## src/rtl/mul_arbiter_pkg.sv

```systemverilog
// Shared constants for the two-requester multiplier arbiter.
// Holds the FSM state encodings and the settle-counter width.
package mul_arbiter_pkg;

    localparam int CNT_W = 4;

    localparam logic [1:0] ST_IDLE = 2'd0;
    localparam logic [1:0] ST_CALC = 2'd1;
    localparam logic [1:0] ST_DONE = 2'd2;

endpackage

```

## src/rtl/mul_arbiter_mul.sv

```systemverilog
// Combinational unsigned SIZE x SIZE array multiplier.
// Ports: a, b (SIZE-bit operands) -> p (2*SIZE-bit exact product).
module mul_arbiter_mul #(
    parameter int SIZE = 8
) (
    input  logic [SIZE-1:0]   a,
    input  logic [SIZE-1:0]   b,
    output logic [2*SIZE-1:0] p
);

    logic [2*SIZE-1:0] a_ext;

    assign a_ext = {{SIZE{1'b0}}, a};

    // Sum of shifted partial-product rows, one row per bit of b.
    always_comb begin
        p = '0;
        for (int i = 0; i < SIZE; i++) begin
            if (b[i]) begin
                p = p + (a_ext << i);
            end
        end
    end

endmodule

```

## src/rtl/mul_arbiter.sv

```systemverilog
// Round-robin arbiter sharing one array multiplier between two requesters.
// Ports: clk, rst, req0/req1 valid/ready/a/b, res_valid/res_ready/res_data/res_id.
module mul_arbiter
    import mul_arbiter_pkg::*;
#(
    parameter int SIZE   = 8,
    parameter int SETTLE = 2
) (
    input  logic              clk,
    input  logic              rst,
    input  logic              req0_valid,
    output logic              req0_ready,
    input  logic [SIZE-1:0]   req0_a,
    input  logic [SIZE-1:0]   req0_b,
    input  logic              req1_valid,
    output logic              req1_ready,
    input  logic [SIZE-1:0]   req1_a,
    input  logic [SIZE-1:0]   req1_b,
    output logic              res_valid,
    input  logic              res_ready,
    output logic [2*SIZE-1:0] res_data,
    output logic              res_id
);

    logic [1:0]        state;
    logic [CNT_W-1:0]  cnt;
    logic              last_grant;
    logic [SIZE-1:0]   op_a;
    logic [SIZE-1:0]   op_b;
    logic              op_id;
    logic [2*SIZE-1:0] product;
    logic              idle;
    logic              grant1;

    assign idle = (state == ST_IDLE) && !rst;

    // On a tie the requester that did not win last time is served.
    assign grant1 = req1_valid && (!req0_valid || !last_grant);

    assign req0_ready = idle && req0_valid && !grant1;
    assign req1_ready = idle && grant1;
    assign res_valid  = (state == ST_DONE);

    mul_arbiter_mul #(
        .SIZE(SIZE)
    ) u_mul (
        .a(op_a),
        .b(op_b),
        .p(product)
    );

    always_ff @(posedge clk) begin
        if (rst) begin
            state      <= ST_IDLE;
            cnt        <= '0;
            last_grant <= 1'b1;
            op_a       <= '0;
            op_b       <= '0;
            op_id      <= 1'b0;
            res_data   <= '0;
            res_id     <= 1'b0;
        end else begin
            case (state)
                ST_IDLE: begin
                    if (req0_ready || req1_ready) begin
                        op_a       <= req1_ready ? req1_a : req0_a;
                        op_b       <= req1_ready ? req1_b : req0_b;
                        op_id      <= req1_ready;
                        last_grant <= req1_ready;
                        cnt        <= CNT_W'(SETTLE);
                        state      <= ST_CALC;
                    end
                end
                ST_CALC: begin
                    cnt <= cnt - 1'b1;
                    if (cnt == CNT_W'(1)) begin
                        res_data <= product;
                        res_id   <= op_id;
                        state    <= ST_DONE;
                    end
                end
                ST_DONE: begin
                    if (res_ready) begin
                        state <= ST_IDLE;
                    end
                end
                default: begin
                    state <= ST_IDLE;
                end
            endcase
        end
    end

endmodule
```

## config.mk

```make
export PLATFORM = sky130hd
export DESIGN_NAME = mul_arbiter
export DESIGN_NICKNAME = d
export VERILOG_FILES = /design/src/rtl/mul_arbiter_pkg.sv /design/src/rtl/mul_arbiter_mul.sv /design/src/rtl/mul_arbiter.sv
export SDC_FILE = /design/constraint.sdc
export NUM_CORES = 1
export LEC_CHECK = 0
export CORE_MARGIN = 1
export CORE_UTILIZATION = 55
export CTS_CLUSTER_SIZE = 24
export DETAILED_ROUTE_END_ITERATION = 8
export PLACE_DENSITY_LB_ADDON = 0.1
export SLEW_MARGIN = 20
export SYNTH_ARGS = -nofsm -noshare
export SYNTH_HDL_FRONTEND = slang
export SYNTH_HIERARCHICAL = 1
export SYNTH_SLANG_ARGS = --single-unit
```

## constraint.sdc

```tcl
create_clock -name clk -period 12.66 [get_ports clk]
set_input_delay 2.532 -clock clk [delete_from_list [all_inputs] [get_ports clk]]
set_output_delay 2.532 -clock clk [all_outputs]
set_load 0.02 [all_outputs]
```

==> results of run 1 <==
## worst register-to-register path: cells and delay by family (launching register included)
kind / cells / cell delay (ns)
AOI/OAI and AO/OA: 15 / 2.92
adders and majority gates: 7 / 2.22
and+or+nand+nor: 11 / 2.18
muxes: 3 / 0.74
DFF: 1 / 0.62
xor gates and xnor gates: 4 / 0.60
buffers and inverters: 2 / 0.42
## stage by stage
step	instance area (um^2)	setup WS, ns	utilization, %	power, mW
6_report	5613	2.915	64.68	0.5197
2_1_floorplan	4915	4.151	-	0.3344
5_1_grt	5613	2.140	64.68	0.5571
3_5_place_dp	5475	3.037	63.09	0.3914
3_3_place_gp	5475	3.296	63.09	0.3832
4_1_cts	5613	3.009	64.68	0.5194
## layout make-up
type / instances / area [um^2] / area share [%]
clock buffer: 5 / 68.82 / 1.226
clock inverter: 3 / 68.82 / 1.226
inverter: 40 / 150.1 / 2.675
multi-input combinational: 538 / 3806 / 67.81
sequential: 41 / 820.8 / 14.62
tap: 108 / 135.1 / 2.407
timing repair buffer: 57 / 563.0 / 10.03
## synth_stat cells (5+ instances only)
cell / count / area [um^2]
clkbuf_1: 14 / 52.55
inv_1: 38 / 142.6
nor3_1: 12 / 60.06
a31oi_1: 7 / 43.79
xor2_1: 9 / 78.83
a311oi_2: 13 / 195.2
xnor2_1: 24 / 210.2
a211oi_1: 6 / 45.04
a21oi_1: 48 / 240.2
ha_1: 60 / 750.7
o21ai_1: 17 / 85.08
nand2_1: 101 / 379.1
and2_1: 10 / 62.56
o21a_1: 10 / 75.07
mux2_2: 8 / 90.09
nor2b_1: 12 / 75.07
o21bai_1: 8 / 60.06
a21o_1: 17 / 127.6
nand3_1: 10 / 50.05
nor2_1: 51 / 191.4
fa_1: 7 / 140.1
a221oi_1: 5 / 43.79
dfxtp_1: 41 / 820.8
o21ai_0: 11 / 55.05
nand2b_1: 9 / 56.30
## routing by layer
metal  up-vias  wire length [um]  part of all wire [%]
li1       2395                 -                     -
met2       110              6258                    48
met1      2277              6074                    46
met4         0               287                   2.2
met3        18               488                   3.7
met5         -                 0                     0
## worst max-delay path by stage
stage	slack, ns	to	cells after the start	from
floorplan	4.15	res_data[14]	44	op_a[1]
global placement	3.30	res_data[14]	42	op_a[1]
detailed placement	3.04	res_data[14]	42	op_a[1]
CTS	3.01	res_data[14]	46	op_a[3]
global route	2.14	res_data[14]	42	op_a[1]
finish	2.91	res_data[14]	42	op_a[1]
## flip-flops by register name (all words and copies together) (netlist names)
signal / flops
state: 2
res_id: 1
op_a: 8
op_id: 1
res_data: 16
last_grant: 1
cnt: 4
op_b: 8
## power groups by stage
stage / sequential, mW / combinational (mW) / clock (mW)
CTS: 0.163 / 0.227 / 0.130
finish: 0.163 / 0.229 / 0.128
global route: 0.166 / 0.256 / 0.135
floorplan: 0.151 / 0.184 / 0
detailed placement: 0.166 / 0.226 / 0
global placement: 0.166 / 0.218 / 0
## logic make-up after synthesis
group | synth area share [%]
AO/OA/AOI/OAI | 27.27
XOR/XNOR | 5.881
multiplexers | 3.106
adder cells (fa/ha/maj) | 18.13
AND/OR/NAND/NOR | 23.01
flip-flops | 16.70
buffers and inverters | 5.906
==> out/results.tsv, run 1 <==
stage	metric	value	unit
status	status	finished clean	
worst_setup_path	path_buf_inv	2	
synthesis	yosys_warnings	6	
worst_setup_path	crit_arrival	9.96	ns
worst_setup_path	worst-path-max-fanout	11	
die	initial_core_util	56.63	%
power	clockPowerShare	24.6	%
clocking	cts_tree	yes	
cells_and_area	final_layout_size_suffix_gt1_share	6.725	%
worst_setup_path	r2r_cells	42	
clocking	clock-sinks	41	
die	fp.coreArea	8678	um^2
worst_setup_path	startpoint_type	flip-flop	
global_route	gr-usage-met2	52.35	%
synthesis	synth_cell_types	74	
worst_setup_path	worst_path_dominant_cell_family	compound AO/OA/AOI/OAI gates	
clocking	post_cts_buffers	0	
power	p_leak	2.459	nW
synthesis	synth_seq_cells	41	
drt	drt_iter0_markers	243	
clocking	cts_hold_buf	0	
worst_setup_path	cpMostUsedCell	ha_1	
placement	place_congestion	0.8936	
min_path	hold_start	res_data[2]	
power	vdd_ir_drop_max	79.15	uV
synthesis	synthCells	645	
synthesis	seq_area_frac_synth	16.70	%
sta	slew_viol_final	0	
sta	fin_setup_tns	0	ns
power	power_frac_comb	44.1	%
synthesis	synth_edf_count	0	
die	die_x	96.53	um
sta	fmax	102.6	MHz
placement	dp_hpwl	9955	um
drt	vias	4800	
drt	drtAntennaViolNets	0	
cells_and_area	finalNonFillerCells	792	
die	die-height	96.53	um
drt	drc	0	
sta	finClkSkew	0.01223	ns
sta	setup_violations	0	
synthesis	synthesis.nets	749	
global_route	use_met3	3.208	%
drt	routed_wl	13110	um
global_route	grt_max_degree	44	
cells_and_area	area_growth	14.21	%
clocking	cts_resized	0	
cells_and_area	final_cell_mix	101 x nand2_1, 60 x ha_1, 55 x clkdlybuf4s50_1	
clocking	cts_buffer_depth	2	
worst_setup_path	cp-end-kind	flip-flop	
worst_setup_path	crit_type	reg2reg	
power	power.density	92.58	nW/um^2
power	p_int	320.7	uW
drt	via_per_inst	6.061	
placement	io_buffer_count	56	
die	io_pins	57	
min_path	holdPathEnd	res_data[2]	
power	swShare	38.28	%
die	die_area	9318	um^2
synthesis	synth_ff_type	dfxtp_1	
synthesis	synthArstFlopShare	0	%
clocking	root_buffer	clkbuf_8	
global_route	grt-ovfl-total	0	
global_route	grt_pass1_wl	21410	um
global_route	antenna_found_initial	0	
cells_and_area	nNetsFinal	787	
min_path	hold_class	reg2reg	
die	num_rows	34	
sta	finalHoldViolCount	0	
sta	max-slew-margin-rel	35.41	%
min_path	hold_depth	2	
power	switchingPower	198.9	uW
cells_and_area	layout_commonest_cell	nand2_1	
clocking	clk_pin_slew	0.09	ns
worst_setup_path	worst_ep_required_time	12.88	ns
power	seqPwrFrac	31.4	%
job	drv_cap	0	
clocking	clkLatencyLatePin	0.29	ns
global_route	top_usage_layer	met2	
worst_setup_path	slowest_delay	0.62	ns
worst_setup_path	reg2reg_from	op_a[1]	
worst_setup_path	ff2ff_setup_slack	2.91	ns
worst_setup_path	rr_endpoint	res_data[14]	
synthesis	synth_area_per_cell	7.620	um^2
sta	finalCriticalPeriod	9.745	ns
placement	dp.cells	784	
global_route	grtUsageMet1	36.69	%
sta	tightest_slew	0.9689	ns
cells_and_area	diodes	0	
worst_setup_path	critPathSlowestCell	dfxtp_1	
drt	routedWlPerCell	16.55	um
sta	post-route-period-util	76.98	%
global_route	grt.total_usage	29.28	%
cells_and_area	n_fill_cell	796	
global_route	grt_pass1_vias	4594	
synthesis	syn-cell-area	4915	um^2
sta	whs	0.4591	ns
sta	rsz0062_at_grt	no	
drt	dr.pass1.iters	5	
clocking	cts_max_level	2	
clocking	cts-buffers-inserted	5	
Note: power is estimated with default switching activity, not from simulation.
==> inputs of run 2 (changes only) <==
--- a/config.mk
+++ b/config.mk
@@ -6,7 +6,7 @@
 export NUM_CORES = 1
 export LEC_CHECK = 0
 export CORE_MARGIN = 1
-export CORE_UTILIZATION = 55
+export CORE_UTILIZATION = 52
 export CTS_CLUSTER_SIZE = 24
 export DETAILED_ROUTE_END_ITERATION = 8
 export PLACE_DENSITY_LB_ADDON = 0.1
==> constraint.sdc (replaced) <==
create_clock -name clk -period 8.09 [get_ports clk]
set_input_delay 1.618 -clock clk [delete_from_list [all_inputs] [get_ports clk]]
set_output_delay 1.618 -clock clk [all_outputs]
set_load 0.02 [all_outputs]
==> run 2 against run 1 <==
The flow now finishes with violations (setup timing). Global-route usage increased by 3.3 points. Critical path type unchanged. Critical path depth is 2 higher. Largest power group unchanged. Setup slack lost 3.6 ns. Register-to-register slack lost 3.6 ns. Final area grew 34%. Clock power grew 33%. Via count is 20% higher. First-iteration DRC count increased by 8.6%. Critical endpoint is now res_data[13].
==> out/results.tsv, run 2 (synthesis gave the netlist of run 1 again) <==
stage	metric	value	unit
status	status	finished with violations	
status	violations	setup timing	
die	die_area	9845	um^2
sta	finalHoldViolCount	0	
worst_setup_path	crit_type	reg2reg	
power	power_frac_comb	61.2	%
die	die-height	99.22	um
cells_and_area	area_growth	52.65	%
clocking	clkLatencyLatePin	0.30	ns
cells_and_area	largest_reg_flops	16	
drt	routed_wl	17920	um
cells_and_area	diodes	0	
placement	placed_area	6391	um^2
global_route	grt-ovfl-total	0	
cells_and_area	largest-register	res_data	
placement	io_buffer_count	56	
clocking	clock-sinks	41	
sta	finalCriticalPeriod	8.791	ns
clocking	cts_buffer_depth	2	
clocking	cts_tree	yes	
worst_setup_path	cpMostUsedCell	buf_4	
cells_and_area	layout_commonest_cell	buf_4	
min_path	hold_depth	2	
cells_and_area	reg.largest.list	res_data x16, op_a x8, op_b x8	
worst_setup_path	reg2reg_from	op_b[0]	
power	p_total	1.058	mW
worst_setup_path	rr_endpoint	res_data[13]	
sta	tightest_slew	0.9747	ns
global_route	grt_pass1_wl	26040	um
drt	vias	5739	
drt	drc	0	
clocking	cts_hold_buf	0	
sta	whs	0.4613	ns
worst_setup_path	crit_arrival	9.00	ns
clocking	root_buffer	clkbuf_8	
global_route	grt_pass1_vias	5565	
power	clockPowerShare	16.1	%
cells_and_area	nNetsFinal	939	
power	swShare	39.69	%
sta	slew_viol_final	0	
power	seqPwrFrac	22.7	%
cells_and_area	final_cell_mix	147 x buf_4, 96 x nand2_1, 55 x clkdlybuf4s50_1	
die	initial_core_util	53.44	%
cells_and_area	n_fill_cell	575	
clocking	clk_pin_slew	0.08	ns
cells_and_area	final_layout_size_suffix_gt1_share	36.00	%
cells_and_area	final_area	7502	um^2
job	drv_cap	0	
sta	finClkSkew	0.01593	ns
power	switchingPower	420.0	uW
drt	dr.pass1.iters	6	
worst_setup_path	worst-path-max-fanout	3	
worst_setup_path	critPathSlowestCell	ha_1	
worst_setup_path	r2r_cells	44	
cells_and_area	multi_input_area	4549	um^2
drt	via_per_inst	6.060	
sta	rsz0062_at_grt	yes	
worst_setup_path	startpoint_type	flip-flop	
global_route	antenna_found_initial	0	
power	vdd_ir_drop_max	163.6	uV
clocking	cts-buffers-inserted	5	
drt	routedWlPerCell	18.92	um
clocking	cts_max_level	2	
drt	drtAntennaViolNets	0	
sta	fmax	113.8	MHz
global_route	grt.total_usage	32.56	%
die	num_rows	35	
drt	drt_iter0_markers	264	
sta	max-slew-margin-rel	35.02	%
global_route	grt_max_degree	44	
worst_setup_path	crit_end	res_data[13]	
worst_setup_path	ff2ff_setup_slack	-0.70	ns
sta	setup_violations	7	
placement	dp_hpwl	11420	um
worst_setup_path	cp-end-kind	flip-flop	
placement	place_congestion	0.8599	
worst_setup_path	crit_start	op_b[0]	
power	p_int	638.1	uW
cells_and_area	regArea	825.8	um^2
die	die_x	99.22	um
placement	place_ws	-0.7374	ns
die	fp.coreArea	9196	um^2
sta	fin_setup_tns	-3.132	ns
worst_setup_path	slowest_delay	0.38	ns
min_path	hold_class	reg2reg	
sta	fin_ws	-0.7010	ns
worst_setup_path	worst_ep_required_time	8.30	ns
power	p_leak	3.310	nW
die	io_pins	57	
power	power.density	141.0	nW/um^2
sta	post-route-period-util	108.7	%
run 2: changes by cell type in the layout (fill, tap and decap cells not counted), sizes merged:
cell / previous run / this run
inv: 40 / 39
clkinv: 1 / 2
bufinv: 2 / 1
clkbuf: 5 / 6
buf: 2 / 154
run 2: final cells by class:
| cell class | count | area share, % |
|---|---|---|
| repair buffers | 209 | 23.02 |
| clock inverters | 2 | 0.5170 |
| clock buffers | 6 | 0.9673 |
| well taps | 111 | 1.851 |
| inverters | 40 | 2.001 |
| flip-flops and latches | 41 | 11.01 |
| multi-input cells | 538 | 60.64 |
run 2: timing repair:
item / 4_1_cts / 5_1_grt
endpoints found under the setup margin: 7 / 8
setup buffers: 24 / 12
resized for setup: 59 / 70
endpoints found under the hold margin: 0 / 0
pin swaps: 51 / 57
run 2: worst min-delay path by stage:
stage                             from            to
after detailed placement   res_data[6]   res_data[6]
after CTS                 res_data[10]  res_data[10]
after global routing      res_data[14]  res_data[14]
after global placement     res_data[6]   res_data[6]
final                     res_data[10]  res_data[10]
after floorplan                  op_id        res_id
run 2: worst max-delay path, delay by kind of cell (launching register included):
kind	cells	cell delay, ns
fa+ha+maj	8	2.33
mux	1	0.12
simple gates	10	1.51
compound gates	15	2.91
flops	1	0.36
xor+xnor	4	0.63
buf+inv	6	0.84
run 2: routing by layer:
metal / global-route usage, % / wire [um]
met3: 4.287 / 1080
met2: 59.83 / 8854
met1: 37.86 / 7041
met5: 0 / 0
met4: 13.69 / 938
run 2: power groups by stage:
stage	logic, mW	clock network, mW	registers (mW)
4_1_cts	0.532	0.171	0.238
2_1_floorplan	0.291	0	0.236
6_report	0.648	0.170	0.240
3_5_place_dp	0.478	0	0.242
5_1_grt	0.691	0.177	0.243
3_3_place_gp	0.462	0	0.242
run 2: stage by stage:
| step | utilization [%] | std cells |
|---|---|---|
| CTS | 76.18 | 935 |
| floorplan | - | 645 |
| finish | 81.58 | 947 |
| detailed placement | 69.50 | 903 |
| global route | 81.58 | 947 |
| global placement | 69.50 | 903 |
==> inputs of run 3 (changes only) <==
--- a/config.mk
+++ b/config.mk
@@ -5,11 +5,14 @@
 export SDC_FILE = /design/constraint.sdc
 export NUM_CORES = 1
 export LEC_CHECK = 0
+export CELL_PAD_IN_SITES_DETAIL_PLACEMENT = 0
+export CELL_PAD_IN_SITES_GLOBAL_PLACEMENT = 1
 export CORE_MARGIN = 1
-export CORE_UTILIZATION = 52
+export CORE_UTILIZATION = 39
 export CTS_CLUSTER_SIZE = 24
 export DETAILED_ROUTE_END_ITERATION = 8
 export PLACE_DENSITY_LB_ADDON = 0.1
+export SETUP_SLACK_MARGIN = 0.4
 export SLEW_MARGIN = 20
 export SYNTH_ARGS = -nofsm -noshare
 export SYNTH_HDL_FRONTEND = slang
==> run 3 against run 2 <==
The run still ends with setup timing left. Combinational power increased by 1%. Final cell count increased by 5.9%. Fmax increased by 5.5%. Register-to-register slack improved by 0.46 ns. Flip-flop and latch count unchanged. Critical path type unchanged. Largest power group unchanged.
==> out/results.tsv, run 3 (synthesis gave the netlist of run 1 again) <==
stage	metric	value	unit
global_route	grt_pass1_vias	5213	
drt	drt_iter0_markers	220	
clocking	clock-sinks	41	
worst_setup_path	worst-path-max-fanout	4	
sta	max-slew-margin-rel	34.57	%
sta	fin_ws	-0.2443	ns
cells_and_area	largest_reg_flops	16	
power	power.density	142.2	nW/um^2
sta	finalCriticalPeriod	8.334	ns
cells_and_area	largest-register	res_data	
min_path	hold_class	reg2reg	
power	p_leak	3.343	nW
die	die_x	114.3	um
global_route	grt.total_usage	25.18	%
placement	io_buffer_count	56	
drt	drtAntennaViolNets	0	
global_route	grt-ovfl-total	0	
cells_and_area	layout_commonest_cell	buf_4	
placement	place_ws	-0.3828	ns
cells_and_area	diodes	0	
worst_setup_path	worst_path_dominant_cell_family	compound AO/OA/AOI/OAI gates	
drt	vias	5315	
clocking	clk_pin_slew	0.07	ns
sta	rsz0062_at_grt	yes	
global_route	grt_max_degree	44	
worst_setup_path	slowest_delay	0.37	ns
cells_and_area	regArea	834.6	um^2
worst_setup_path	path_buf_inv	3	
power	p_total	1.102	mW
drt	via_per_inst	5.299	
sta	slew_viol_final	0	
global_route	antenna_found_initial	0	
job	drv_cap	0	
cells_and_area	final_layout_size_suffix_gt1_share	37.60	%
global_route	grt_pass1_wl	26080	um
cells_and_area	nNetsFinal	938	
clocking	root_buffer	clkbuf_16	
clocking	clkLatencyLatePin	0.29	ns
die	io_pins	57	
worst_setup_path	cp-end-kind	flip-flop	
cells_and_area	finalNonFillerCells	1003	
placement	dp.cells	933	
placement	placed_area	6417	um^2
clocking	cts_hold_buf	0	
drt	routedWlPerCell	16.47	um
sta	post-route-period-util	103.0	%
worst_setup_path	cpMostUsedCell	ha_4	
sta	setup_violations	4	
sta	fin_setup_tns	-0.7718	ns
sta	finalHoldViolCount	0	
sta	tightest_slew	0.9815	ns
status	status	finished with violations	
sta	finClkSkew	0.007753	ns
die	num_rows	40	
cells_and_area	reg.largest.list	res_data x16, op_a x8, op_b x8	
clocking	cts-buffers-inserted	5	
worst_setup_path	worst_ep_required_time	8.30	ns
worst_setup_path	crit_type	reg2reg	
cells_and_area	final_area	7749	um^2
die	die_area	13050	um^2
cells_and_area	n_fill_cell	1053	
cells_and_area	area_growth	57.66	%
status	violations	setup timing	
drt	dr.pass1.iters	4	
die	initial_core_util	40.41	%
power	vdd_ir_drop_max	136.9	uV
drt	routed_wl	16520	um
die	fp.coreArea	12160	um^2
cells_and_area	finish.utilization	63.71	%
die	die-height	114.3	um
worst_setup_path	critPathSlowestCell	dfxtp_4	
placement	place_congestion	0.8422	
drt	drc	0	
clocking	cts_max_level	2	
clocking	cts_tree	yes	
sta	fmax	120.0	MHz
sta	whs	0.4562	ns
cells_and_area	final_cell_mix	119 x buf_4, 97 x nand2_1, 55 x clkdlybuf4s50_1	
cells_and_area	multi_input_area	4589	um^2
clocking	cts_buffer_depth	2	
placement	dp_hpwl	11510	um
worst_setup_path	crit_arrival	8.54	ns
worst_setup_path	startpoint_type	flip-flop	
==> run 3: changes by cell type in the layout (fill, tap and decap cells not counted), sizes merged <==
cell      delta
clkinvlp     +1
inv          +1
buf          -1
bufinv       -1
clkbuf       -1
==> run 3: worst reg2reg max path, delay by kind of cell (launching register included) <==
| family | cells | cell delay [ns] |
|---|---|---|
| buf+inv | 3 | 0.32 |
| mux | 3 | 0.64 |
| fa+ha+maj | 8 | 1.92 |
| simple gates | 12 | 1.68 |
| flops | 1 | 0.37 |
| compound gates | 15 | 2.76 |
| xor+xnor | 4 | 0.57 |
==> run 3: cell type report <==
class                           instances  area share (%)
Inverter                               40           2.002
Sequential cell                        41           10.77
Multi-Input combinational cell        538           59.23
Clock inverter                          3          0.2745
Clock buffer                            5           1.615
Tap cell                              168           2.713
Timing Repair Buffer                  208           23.40
==> run 3: path summary, 6_finish.rpt <==
path               start            to  slack, ns  depth (start not counted)
min          res_data[6]   res_data[6]       0.46                          2
min reg2reg  res_data[6]   res_data[6]       0.46                          2
max              op_a[1]  res_data[14]      -0.24                         45
max reg2reg      op_a[1]  res_data[14]      -0.24                         45
==> run 3: power breakdown <==
part	switching (mW)	internal [mW]	total (mW)
Combinational	0.304	0.352	0.655
Clock	0.0916	0.115	0.207
Sequential	0.0253	0.215	0.240
Total	0.421	0.681	1.10
==> run 3: routing by layer <==
layer | global-route usage, % | wire length, um | vias to the layer above
met4 | 5.714 | 256 | 0
met2 | 44.89 | 8261 | 77
li1 | - | - | 2691
met5 | 0 | 0 | -
met1 | 32.24 | 7560 | 2534
met3 | 3.176 | 446 | 13
==> run 3: repair_timing <==
action / CTS / global route
pin swaps: 19 / 46
setup buffers: 46 / 16
endpoints found under the setup margin: 7 / 8
gates resized for setup: 45 / 92
